`src/rtl/data_receiver_pkg.sv`:
```
// Shared types and constants for the data_receiver block: FSM states and
// the fixed RAM word addresses of the transfer layout.
package data_receiver_pkg;

  typedef enum logic [2:0] {
    IDLE,
    GET_NT,
    GET_NX,
    GET_T,
    GET_X,
    DONE
  } state_t;

  localparam int BEAT_W                = 32;
  localparam int NUMBER_OF_T_ADDRESS   = 1;
  localparam int NUMBER_OF_X_ADDRESS   = 2;
  localparam int STARTING_OF_T_ADDRESS = 3;
  localparam int STARTING_OF_X_ADDRESS = 10;
  localparam int MAX_T                 = 7;

endpackage

```
`src/rtl/data_receiver_word_assembler.sv`:
```
// Packs 32-bit bus beats into RAM words: two beats (upper half first) for
// 64-bit words, one beat for 32-bit words.
module word_assembler
  import data_receiver_pkg::*;
#(
  parameter int DATA_WIDTH = 64
) (
  input  logic                  CLK,
  input  logic                  RST,
  input  logic                  clear,
  input  logic                  beat_valid,
  input  logic [BEAT_W-1:0]     beat,
  output logic                  word_done,
  output logic [DATA_WIDTH-1:0] word
);

  logic              half_q;
  logic [BEAT_W-1:0] upper_q;

  // clear drops a half-assembled word whenever the bus is not being accepted
  always_ff @(posedge CLK) begin
    if (RST || clear) begin
      half_q  <= 1'b0;
      upper_q <= '0;
    end else if (beat_valid) begin
      if (DATA_WIDTH == 64) half_q <= ~half_q;
      if (!half_q) upper_q <= beat;
    end
  end

  assign word_done = beat_valid && ((DATA_WIDTH == 32) || half_q);

  generate
    if (DATA_WIDTH == 64) begin : g_w64
      assign word = {upper_q, beat};
    end else begin : g_w32
      assign word = beat;
    end
  endgenerate

endmodule

```
`src/rtl/data_receiver.sv`:
```
// Receives a num_of_T / num_of_X / T / X word stream from the CPU bus and
// writes each word to RAM at its layout address, one registered strobe per word.
module data_receiver
  import data_receiver_pkg::*;
#(
  parameter int ADDRESS_WIDTH = 13,
  parameter int DATA_WIDTH    = 64
) (
  input  logic                     CLK,
  input  logic                     RST,
  input  logic                     Receiving_Enable,
  input  logic [31:0]              CPU_Bus,
  input  logic                     Bus_Valid,
  output logic                     Bus_Ready,
  output logic                     RAM_Write_Enable,
  output logic [ADDRESS_WIDTH-1:0] RAM_Address,
  output logic [DATA_WIDTH-1:0]    RAM_Data,
  output logic                     Done_Receiving,
  output logic                     Size_Error
);

  state_t                  state, state_nxt;
  logic [DATA_WIDTH-1:0]   num_t, num_x, t_cnt, x_cnt;
  logic [DATA_WIDTH-1:0]   nt_nxt, nx_nxt, t_nxt, x_nxt;
  logic [DATA_WIDTH-1:0]   t_full, x_full;
  logic [ADDRESS_WIDTH-1:0] addr_nxt;
  logic                    wr_nxt, size_set, t_last, in_get;
  logic                    word_done;
  logic [DATA_WIDTH-1:0]   word;

  assign in_get    = (state == GET_NT) || (state == GET_NX) ||
                     (state == GET_T)  || (state == GET_X);
  // Dropping Receiving_Enable closes the bus immediately so no beat lands mid-abort
  assign Bus_Ready = in_get && Receiving_Enable;

  word_assembler #(.DATA_WIDTH(DATA_WIDTH)) u_asm (
    .CLK       (CLK),
    .RST       (RST),
    .clear     (~Bus_Ready),
    .beat_valid(Bus_Valid && Bus_Ready),
    .beat      (CPU_Bus),
    .word_done (word_done),
    .word      (word)
  );

  // Full-width address arithmetic, truncated only when it reaches the port
  assign t_full = DATA_WIDTH'(STARTING_OF_T_ADDRESS) + t_cnt;
  assign x_full = DATA_WIDTH'(STARTING_OF_X_ADDRESS) + x_cnt + num_x * t_cnt;
  assign t_last = (t_cnt == num_t - DATA_WIDTH'(1));

  always_comb begin
    state_nxt = state;
    nt_nxt    = num_t;
    nx_nxt    = num_x;
    t_nxt     = t_cnt;
    x_nxt     = x_cnt;
    wr_nxt    = 1'b0;
    addr_nxt  = RAM_Address;
    size_set  = 1'b0;
    unique case (state)
      IDLE: if (Receiving_Enable) state_nxt = GET_NT;
      GET_NT: begin
        if (word_done) begin
          wr_nxt    = 1'b1;
          addr_nxt  = ADDRESS_WIDTH'(NUMBER_OF_T_ADDRESS);
          nt_nxt    = word;
          state_nxt = GET_NX;
        end else if (!Receiving_Enable) state_nxt = IDLE;
      end
      GET_NX: begin
        if (word_done) begin
          wr_nxt   = 1'b1;
          addr_nxt = ADDRESS_WIDTH'(NUMBER_OF_X_ADDRESS);
          nx_nxt   = word;
          t_nxt    = '0;
          x_nxt    = '0;
          if (num_t > DATA_WIDTH'(MAX_T)) begin
            size_set  = 1'b1;
            state_nxt = DONE;
          end else if (num_t == '0) state_nxt = DONE;
          else                      state_nxt = GET_T;
        end else if (!Receiving_Enable) state_nxt = IDLE;
      end
      GET_T: begin
        if (word_done) begin
          wr_nxt   = 1'b1;
          addr_nxt = ADDRESS_WIDTH'(t_full);
          if (num_x == '0) begin
            if (t_last) state_nxt = DONE;
            else        t_nxt     = t_cnt + DATA_WIDTH'(1);
          end else begin
            x_nxt     = '0;
            state_nxt = GET_X;
          end
        end else if (!Receiving_Enable) state_nxt = IDLE;
      end
      GET_X: begin
        if (word_done) begin
          wr_nxt   = 1'b1;
          addr_nxt = ADDRESS_WIDTH'(x_full);
          if (x_cnt == num_x - DATA_WIDTH'(1)) begin
            x_nxt = '0;
            if (t_last) state_nxt = DONE;
            else begin
              t_nxt     = t_cnt + DATA_WIDTH'(1);
              state_nxt = GET_T;
            end
          end else x_nxt = x_cnt + DATA_WIDTH'(1);
        end else if (!Receiving_Enable) state_nxt = IDLE;
      end
      DONE: if (!Receiving_Enable) state_nxt = IDLE;
      default: state_nxt = IDLE;
    endcase
  end

  always_ff @(posedge CLK) begin
    if (RST) begin
      state            <= IDLE;
      num_t            <= '0;
      num_x            <= '0;
      t_cnt            <= '0;
      x_cnt            <= '0;
      RAM_Write_Enable <= 1'b0;
      RAM_Address      <= '0;
      RAM_Data         <= '0;
      Done_Receiving   <= 1'b0;
      Size_Error       <= 1'b0;
    end else begin
      state            <= state_nxt;
      num_t            <= nt_nxt;
      num_x            <= nx_nxt;
      t_cnt            <= t_nxt;
      x_cnt            <= x_nxt;
      RAM_Write_Enable <= wr_nxt;
      if (wr_nxt) begin
        RAM_Address <= addr_nxt;
        RAM_Data    <= word;
      end
      // Entering DONE coincides with the last write pulse, so done lags it by one cycle
      Done_Receiving <= (state == DONE) && Receiving_Enable;
      if (state_nxt == IDLE) Size_Error <= 1'b0;
      else if (size_set)     Size_Error <= 1'b1;
    end
  end

endmodule

```
`config.mk`:
```
export PLATFORM = sky130hd
export DESIGN_NAME = data_receiver
export DESIGN_NICKNAME = d
export VERILOG_FILES = /design/src/rtl/data_receiver_pkg.sv /design/src/rtl/data_receiver_word_assembler.sv /design/src/rtl/data_receiver.sv
export SDC_FILE = /design/constraint.sdc
export NUM_CORES = 1
export LEC_CHECK = 0
export ABC_CLOCK_PERIOD_IN_PS = 7300
export CAP_MARGIN = 5
export CORE_AREA = 2 2 219 221
export DETAILED_ROUTE_END_ITERATION = 10
export DIE_AREA = 0 0 221 223
export GPL_TIMING_DRIVEN = 1
export HOLD_SLACK_MARGIN = 0.12
export PLACE_DENSITY = 0.65
export SLEW_MARGIN = 5
export SYNTH_ARGS = -nofsm -noshare
export SYNTH_HDL_FRONTEND = slang
export SYNTH_SLANG_ARGS = --single-unit
```
`constraint.sdc`:
```
create_clock -name CLK -period 7.3 [get_ports CLK]
set_input_delay 1.46 -clock CLK [delete_from_list [all_inputs] [get_ports CLK]]
set_output_delay 1.46 -clock CLK [all_outputs]
set_load 0.005 [all_outputs]
```
==> results of run 1 <==
kinds of logic after synthesis:
group | Yosys count | share of synthesized area [%]
and+or+nand+nor | 1434 | 30.1
AOI/OAI and AO/OA | 547 | 14.0
DFF | 372 | 32.0
buffers and inverters | 315 | 5.30
xor gates and xnor gates | 270 | 10.2
adders and majority gates | 106 | 7.63
muxes | 19 | 0.827
metal layers:
metal  share of wire (%)  vias to the layer above  wire length, um  GRT usage [%]
li1                    -                    10600                -              -
met1                  44                    11100            37400           46.3
met2                  45                      906            37900           51.8
met3                 7.4                      151             6190           5.53
met4                 3.1                        4             2650           11.0
met5               0.032                        -               27              0
layout make-up:
class | instances | area, um^2 | area share (%)
clock buffer | 66 | 1270 | 4.86
sequential | 372 | 7450 | 28.5
clock inverter | 13 | 235 | 0.899
timing repair buffer | 142 | 1360 | 5.19
tap | 615 | 769 | 2.94
inverter | 110 | 413 | 1.58
antenna | 2 | 5.00 | 0.0191
multi-input combinational | 2376 | 14700 | 56.0
cells in the mapped netlist (all sizes together) (6+ instances only):
| cell type | n |
|---|---|
| a31oi | 12 |
| a211oi | 9 |
| nand3b | 6 |
| mux2i | 17 |
| nor4 | 71 |
| o21ai | 73 |
| or2 | 11 |
| nand3 | 88 |
| or3 | 48 |
| fa | 60 |
| nand4b | 11 |
| xnor2 | 148 |
| nand2 | 629 |
| a21oi | 306 |
| o32ai | 7 |
| nand4 | 82 |
| nor2 | 205 |
| xor2 | 122 |
| clkbuf | 179 |
| nor3b | 7 |
| dfxtp | 372 |
| inv | 110 |
| a22oi | 11 |
| and2 | 43 |
| ha | 46 |
| nor2b | 15 |
| and3 | 49 |
| nand2b | 15 |
| o41ai | 8 |
| o22ai | 7 |
| or4 | 47 |
| buf | 26 |
| a2111oi | 8 |
| or4b | 6 |
| o211ai | 32 |
| nor3 | 71 |
| o31ai | 13 |
| and4 | 19 |
power breakdown:
part | internal [mW] | switching (mW)
Sequential | 2.03 | 0.00144
Combinational | 0.0235 | 0.0734
Clock | 1.36 | 0.947
state kept, by name, indices dropped and copies added, names as in the netlist:
signal	cells
RAM_Data	64
x_cnt	64
Done_Receiving	1
state	3
RAM_Address	13
num_t	64
num_x	64
u_asm.upper_q	32
RAM_Write_Enable	1
t_cnt	64
u_asm.half_q	1
Size_Error	1
layout by cell type, fill, tap and decap left out, drive strengths merged, types with 7 or more instances in the layout:
| cell | n |
|---|---|
| o211ai | 32 |
| buf | 27 |
| clkbuf | 66 |
| mux2i | 17 |
| nand2b | 15 |
| a2111oi | 8 |
| xor2 | 122 |
| o31ai | 13 |
| or2 | 11 |
| ha | 46 |
| and2 | 43 |
| nand4 | 82 |
| o21ai | 73 |
| nor3b | 7 |
| fa | 60 |
| xnor2 | 148 |
| or3 | 48 |
| nand2 | 629 |
| inv | 113 |
| dfxtp | 372 |
| nor2 | 205 |
| and3 | 49 |
| a211oi | 9 |
| or4 | 47 |
| nor2b | 15 |
| and4 | 19 |
| nor4 | 71 |
| nand4b | 11 |
| o41ai | 8 |
| nand3 | 88 |
| o22ai | 7 |
| a21oi | 306 |
| nor3 | 71 |
| clkdlybuf4s50 | 115 |
| a31oi | 12 |
| a22oi | 11 |
| o32ai | 7 |
through the flow:
| stage | util, % | instances |
|---|---|---|
| global route | 55.5 | 3694 |
| finish | 55.5 | 3696 |
| CTS | 55.5 | 3694 |
| global placement | 52.3 | 3615 |
| detailed placement | 52.3 | 3615 |
| floorplan | - | 3063 |
how the worst min path moves through the flow:
stage | slack (ns) | cells past startpoint | start | endpoint
6_report | 0.45 | 2 | RAM_Data[15]$_SDFFE_PP0P_ | RAM_Data[15]$_SDFFE_PP0P_
5_1_grt | 0.47 | 2 | RAM_Data[59]$_SDFFE_PP0P_ | RAM_Data[59]$_SDFFE_PP0P_
4_1_cts | 0.46 | 2 | RAM_Data[15]$_SDFFE_PP0P_ | RAM_Data[15]$_SDFFE_PP0P_
3_5_place_dp | 0.45 | 2 | RAM_Data[15]$_SDFFE_PP0P_ | RAM_Data[15]$_SDFFE_PP0P_
3_3_place_gp | 0.44 | 2 | RAM_Data[5]$_SDFFE_PP0P_ | RAM_Data[5]$_SDFFE_PP0P_
2_1_floorplan | 0.45 | 2 | RAM_Address[7]$_SDFFE_PP0P_ | RAM_Address[7]$_SDFFE_PP0P_
critical path, delay by kind of cell (launching register included):
family	cells	cell delay, ns
and+or+nand+nor	7	3.61
buffers and inverters	2	0.81
AOI/OAI and AO/OA	4	0.78
DFF	1	0.35
adders and majority gates	1	0.24
==> results.md, run 1 <==
Status:
- The flow ran to the end, and the final reports show no timing, DRC or antenna violations.

Worst setup path:
- On the worst path, the slowest cell contributes a delay of between 0.9 and 1 ns.
- The critical register-to-register path startpoint is num_t[0]$_SDFFE_PP0P_.
- Walking the worst path, the cells encountered are inv_1 -> ha_1 -> nor3b_1 -> nand3_1 -> nor4_1 -> nand3_1 -> and3b_1 -> a21oi_1 -> nor4_1 -> nand4_1 -> a31oi_4 -> buf_4 -> o311ai_0 -> o41ai_1.
- The endpoint identified for the worst register-to-register timing path is t_cnt[49]$_SDFFE_PP0P_.
- Measured in cells, the most critical reg-to-reg path has a length of 14.
- The sort of element at the end of the critical path is a register.
- By startpoint and endpoint, the worst setup path is classified as register to register.
- The required time of the critical path is 7.78 ns.
- The worst endpoint data arrival time is between 6 and 7 ns.
- The most critical setup path has its endpoint at t_cnt[49]$_SDFFE_PP0P_.
- The library cell contributing the largest single delay on the critical path is nor4_1.
- Setup slack on the worst reg-to-reg path comes out at 1.28 ns.
- In this run the worst setup path begins at num_t[0]$_SDFFE_PP0P_.
- The critical path startpoint category is a register.
- The maximum fanout along the worst path is 121.

Synth:
- The cell area after technology mapping is between 20000 and 25000 um^2.
- The number of warnings issued by yosys is 0.
- After synthesis, the cell types taking the most area are dfxtp_1 32%, nand2_1 10%, a21oi_1 6.6%.
- Yosys mapped the design onto 84 distinct sky130hd cell types.
- The register area share after synthesis is a little under a third.
- The mean cell area of the mapped netlist is 7.61 um^2.
- Of the post-synthesis cell area, the dominant cell type holds around a third.
- Synthesis produced a netlist whose cell count is 3063.
- The net count after synthesis is around 3200.
- Of all flip-flops after synthesis, the portion carrying an async set or reset was 0%.
- For this run, the leading register cell type out of synthesis is dfxtp_1.
- The register bit count reported by yosys is between 300 and 400.
- The synthesized design spends more area on one cell type than any other, namely dfxtp_1.
- Counting flops with a built-in enable in the synthesized netlist gives 0.

Global route:
- Entering global routing, the biggest net connects between 100 and 150 pins.
- The first global-routing pass estimated 127 mm of wire.
- The initial antenna violation count is 3.
- The aggregate global routing overflow is 0.
- The via count of the first global-routing pass is 21100.
- The total track usage is between 30% and 40%.

Drt:
- In the routed design, unresolved DRC markers number 0.
- The average wire per standard cell is 22.8 um.
- The via count is between 20000 and 25000.
- The number of DRC violations after detailed-routing iteration 0 is 2174.
- The wire length after detailed routing is 84.2 mm.
- The post-detailed-route via-to-cell ratio is 6.15.
- The detailed-routing iteration count for the pre-antenna-repair pass is 6.
- In this run the remaining antenna-violating nets after routing total 0.

Floorplan:
- The floorplan step defined a die boundary enclosing roughly 49000 um^2.
- The placement row count is 80.
- The width of the chip is ~220 um.
- The I/O pin total is roughly 120.
- Once the floorplan was initialized, standard cells occupied about 49% of the core.
- From bottom edge to top edge, the die measures 223 um.
- The area of the core region is about 47000 um^2.

Power and ir drop:
- Summed over all cells, the static leakage comes to just under 10 nW.
- The worst voltage drop across the vdd grid is 0.216 mV.
- The cell area power density is about 170 nW/um^2.
- The design draws about 4.4 mW.

Placed design:
- Once placement finished, the instance area stood at between 20000 and 25000 um^2.
- The count of buffers inserted at the top-level ports is around 120.
- Prior to clock tree synthesis, the placed netlist has a worst setup slack of 1.33 ns.
- Once detailed placement completed, the half-perimeter wirelength came to just over 60 mm.
- The congestion estimate from routability-driven global placement came to ~0.97.

Cells and area:
- The final-layout fill cell count is 4518.
- The layout net count is roughly 3200.
- The layout overhead on the synthesized area is 12.3%.
- Of the cells placed in the final design, the portion with a size suffix greater than 1 is 4.51%.
- After routing the design area is roughly 26000 um^2.

Timing:
- The setup skew after layout is 0.0339 ns.
- The tightest hold path in the finished design has a slack of 0.455 ns.
- For the finished layout, the period the worst path requires is between 6 and 7 ns.
- The slew at the pin closest to its max-slew limit is approximately 1.2 ns.
- The final critical path takes up 82.4% of the cycle.
- The final sum of negative setup slack is 0 ns.
- Setup violations remaining at the end of the flow were counted as 0.
- Setup repair after global routing left no endpoint under its margin.
- The number of max-slew violations in the final report is 0.
- The relative slew slack is 16.7%.
- The count of endpoints failing hold in the final timing report is 0.
- The top achievable clock speed is between 150 and 200 MHz.
- Setup slack closes at 1.28 ns.

CTS:
- Clock latency on the worst-skew pair, taken at its later pin, is around 0.6 ns.
- The number of buffers inserted to repair setup after CTS is 0.
- The quantity of gates resized following cts is 0.
- The number of buffers between clock root and the deepest sink is 3.
- TritonCTS built the clock tree.
- Clock-pin slew was measured on the worst setup and hold paths at ~0.060 ns.
- The clock drives between 300 and 400 sinks.
- The H-tree generated during clock tree synthesis spans 2 levels.
- Hold repair after CTS inserted 0 buffers.
- The TritonCTS buffer count is 43.
- The tree is rooted in a clkbuf_16.

Job:
- Max-cap violations in this run came to 0.

Min path:
- The path class of the lowest-slack min-delay path is register to register.
Power figures use the tool's default switching activity.
==> run 2, diff against run 1 <==
--- a/config.mk
+++ b/config.mk
@@ -5,7 +5,7 @@
 export SDC_FILE = /design/constraint.sdc
 export NUM_CORES = 1
 export LEC_CHECK = 0
-export ABC_CLOCK_PERIOD_IN_PS = 7300
+export ABC_CLOCK_PERIOD_IN_PS = 5900
 export CAP_MARGIN = 5
 export CORE_AREA = 2 2 219 221
 export DETAILED_ROUTE_END_ITERATION = 10
==> constraint.sdc (replaced) <==
create_clock -name CLK -period 5.9 [get_ports CLK]
set_input_delay 1.18 -clock CLK [delete_from_list [all_inputs] [get_ports CLK]]
set_output_delay 1.18 -clock CLK [all_outputs]
set_load 0.005 [all_outputs]
==> results.md, run 2 (same netlist as run 1, synthesis figures left out) <==
Status:
- The flow ran to the end, and the final reports show no timing, DRC or antenna violations.

Worst setup path:
- The number of cells on the worst reg-to-reg path is 21 (+7).
- The maximum fanout along the worst path is 12 (-90%).
- The endpoint identified for the worst register-to-register timing path is RAM_Address[12]$_SDFFE_PP0P_.
- The worst setup path is captured at a register.
- The critical path startpoint category is a register.
- Traced cell by cell, the critical path runs through and2_1 -> fa_1 -> inv_1 -> fa_1 -> inv_1 -> fa_1 -> fa_1 -> inv_1 -> fa_1 -> inv_1 -> fa_1 -> xnor2_1 -> xnor2_1 -> xnor2_1 -> xnor2_1 -> xnor2_1 -> xnor2_1 -> and3b_1 -> o32ai_1 -> a22oi_1 -> nor2_1.
- The type of the worst setup path is register to register.
- The library cell contributing the largest single delay on the critical path is dfxtp_1.
- The worst endpoint data arrival time is 6.04 ns (-0.46 ns).
- The critical register-to-register path startpoint is t_cnt[5]$_SDFFE_PP0P_.
- The register-to-register path setup slack is 0.37 ns (-0.91 ns).
- The longest individual stage delay on the worst path was 0.62 ns (-0.32 ns).
- The critical path ends at RAM_Address[12]$_SDFFE_PP0P_.
- The required time of the critical path is 6.42 ns (-1.36 ns).
- In this run the worst setup path begins at t_cnt[5]$_SDFFE_PP0P_.

Floorplan:
- The area of the core region was 47100 um^2 (unchanged).
- The die extent in y is 223 um (unchanged).
- The placement row count is 80 (unchanged).
- The width of the chip is 221 um (unchanged).
- The initial core utilization is 49.4% (unchanged).
- The full die area is 49300 um^2 (unchanged).
- The I/O pin total was 117 (unchanged).

Min path:
- The path class of the tightest hold or removal check is register to register.

Placed design:
- The estimated wirelength of the detail-placed design is 64.4 mm (+4.5%).
- The count of buffers inserted at the top-level ports came to 116 (unchanged).
- The post-detailed-placement cell area came to 25100 um^2 (+1.7%).
- The final weighted congestion in routability-driven placement is 0.972 (+0.23%).
- The post-placement setup slack was 0.314 ns (-1.01 ns).

Timing:
- The final sum of negative setup slack came to 0 ns (unchanged).
- The final hold slack is 0.448 ns (-0.00640 ns).
- The count of endpoints failing setup in the final report is 0 (unchanged).
- The post-layout minimum cycle time is 5.53 ns (-0.490 ns).
- Setup repair after global routing left no endpoint under its margin.
- The number of max-slew violations in the final report is 0 (unchanged).
- The top achievable clock speed came to 181 MHz (+8.9%).
- The relative slew slack is 27.7% (+11 points).
- The final setup slack of the worst path is 0.372 ns (-0.910 ns).
- The setup skew after layout came to 0.0393 ns (+0.00532 ns).
- The count of endpoints failing hold in the final timing report is 0 (unchanged).
- The final cycle utilization of the critical path is 93.7% (+11 points).
- The slew at the pin closest to its max-slew limit is 1.08 ns (-0.166 ns).

CTS:
- The post-cts hold buffer count is 0 (unchanged).
- The number of buffers between clock root and the deepest sink is 3 (unchanged).
- The TritonCTS buffer count is 44 (+2.3%).
- The number of sinks handled by clock tree synthesis is 372 (unchanged).
- The clock input transition at the sequential cells of the worst setup and hold paths is 0.06 ns (about the same).
- The H-tree depth is 2 (unchanged).
- The cell at the root of the clock tree is clkbuf_16.
- The clock latency on the worst-skew pair is 0.62 ns (about the same).
- TritonCTS built the clock tree.

Drt:
- The residual DRC count is 0 (unchanged).
- The post-detailed-route via-to-cell ratio came to 6.08 (-1.1%).
- The via count is 22800 (+0.17%).
- The routed metal-1 wire length is 38.3 mm (+2.6%).
- The antenna violation net count after detailed routing is 0 (unchanged).
- The number of DRC violations after detailed-routing iteration 0 is 2013 (-7.4%).
- The routed length on met3 is 5.98 mm (-3.5%).
- Signal routing reaches up to met5.
- The routed length on met2 came to 38.2 mm (+0.63%).
- The wire length after detailed routing is 85.2 mm (+1.3%).
- The detailed-routing iteration count for the pre-antenna-repair pass is 6 (unchanged).
- The average wire per standard cell is 22.8 um (about the same).

Job:
- The max capacitance violation total is 0 (unchanged).

Global route:
- The largest net degree at the start of global routing is 149 (+22%).
- The total track usage is 33.7% (+0.60 points).
- The aggregate global routing overflow is 0 (unchanged).
- The via count of the first global-routing pass is 21000 (-0.51%).
- The first-pass GRT wire length came to 129 mm (+1.5%).
- The initial antenna violation count came to 2 (-1).

Cells and area:
- The commonest non-fill, non-tap cell in the layout is nand2_1.
- The layout net count is 3235 (+1.5%).
- The final design instance area without fill is 26600 um^2 (+1.8%).
- Compared with the post-synthesis result, the final layout area differs by 14.3%.
- The share of post-route cells with drive strength above 1 came to 6.17% (+1.7 points).
- The library cells used most frequently in the layout, excluding fill and tap cells, are 627 x nand2_1, 372 x dfxtp_1, 306 x a21oi_1.

Power and ir drop:
- The worst voltage drop across the vdd grid is 0.266 mV (+23%).
- The cell area power density came to 208 nW/um^2 (+22%).
- The leakage power is 9.98 nW (+3.2%).
run 2: worst min-delay path by stage:
stage | start | end | slack, ns | cells past startpoint
floorplan | RAM_Address[7]$_SDFFE_PP0P_ | RAM_Address[7]$_SDFFE_PP0P_ | 0.45 | 2
global placement | RAM_Data[7]$_SDFFE_PP0P_ | RAM_Data[7]$_SDFFE_PP0P_ | 0.44 | 2
detailed placement | RAM_Data[20]$_SDFFE_PP0P_ | RAM_Data[20]$_SDFFE_PP0P_ | 0.45 | 2
CTS | RAM_Data[20]$_SDFFE_PP0P_ | RAM_Data[20]$_SDFFE_PP0P_ | 0.45 | 2
global route | RAM_Data[20]$_SDFFE_PP0P_ | RAM_Data[20]$_SDFFE_PP0P_ | 0.47 | 2
finish | RAM_Data[7]$_SDFFE_PP0P_ | RAM_Data[7]$_SDFFE_PP0P_ | 0.45 | 2
run 2: cell type report:
cell class,instances,area [um^2]
diodes,1,2.50
clock buffers,61,1260
clock inverters,20,290
fillers,4516,20500
inverters,110,413
multi-input cells,2376,14700
flip-flops and latches,372,7450
well taps,615,769
repair buffers,189,1790
run 2: routing by layer:
layer,up-vias,track usage [%]
met3,145,5.14
met2,873,53.0
met1,11100,47.2
met5,-,0
li1,10700,-
met4,2,11.2
run 2: per-stage QoR:
stage	std cells	util (%)	power, mW
after CTS	3743	56.5	5.56
final	3744	56.5	5.53
after detailed placement	3662	53.2	2.69
after global routing	3743	56.5	5.65
after global placement	3662	53.2	2.69
after floorplan	3063	-	2.61
run 2: worst max-delay path, delay by kind of cell (launching register included):
kind / cells / cell delay, ns
flops: 1 / 0.62
buf+inv: 4 / 0.27
compound gates: 2 / 0.36
xor+xnor: 6 / 0.93
simple gates: 3 / 0.54
fa+ha+maj: 6 / 2.73
run 2: report_power, final:
part	switching (mW)	leakage [nW]	total, mW	internal (mW)
combinational	0.0914	6.23	0.124	0.0321
sequential	0.00178	2.99	2.51	2.51
clock	1.19	0.749	2.89	1.70
run 2: timing repair:
item                                    in CTS  in global routing
resized for setup                            0                  2
endpoints found under the setup margin       0                  1
buffers inserted                             0                  0
hold endpoints to repair                     0                  0
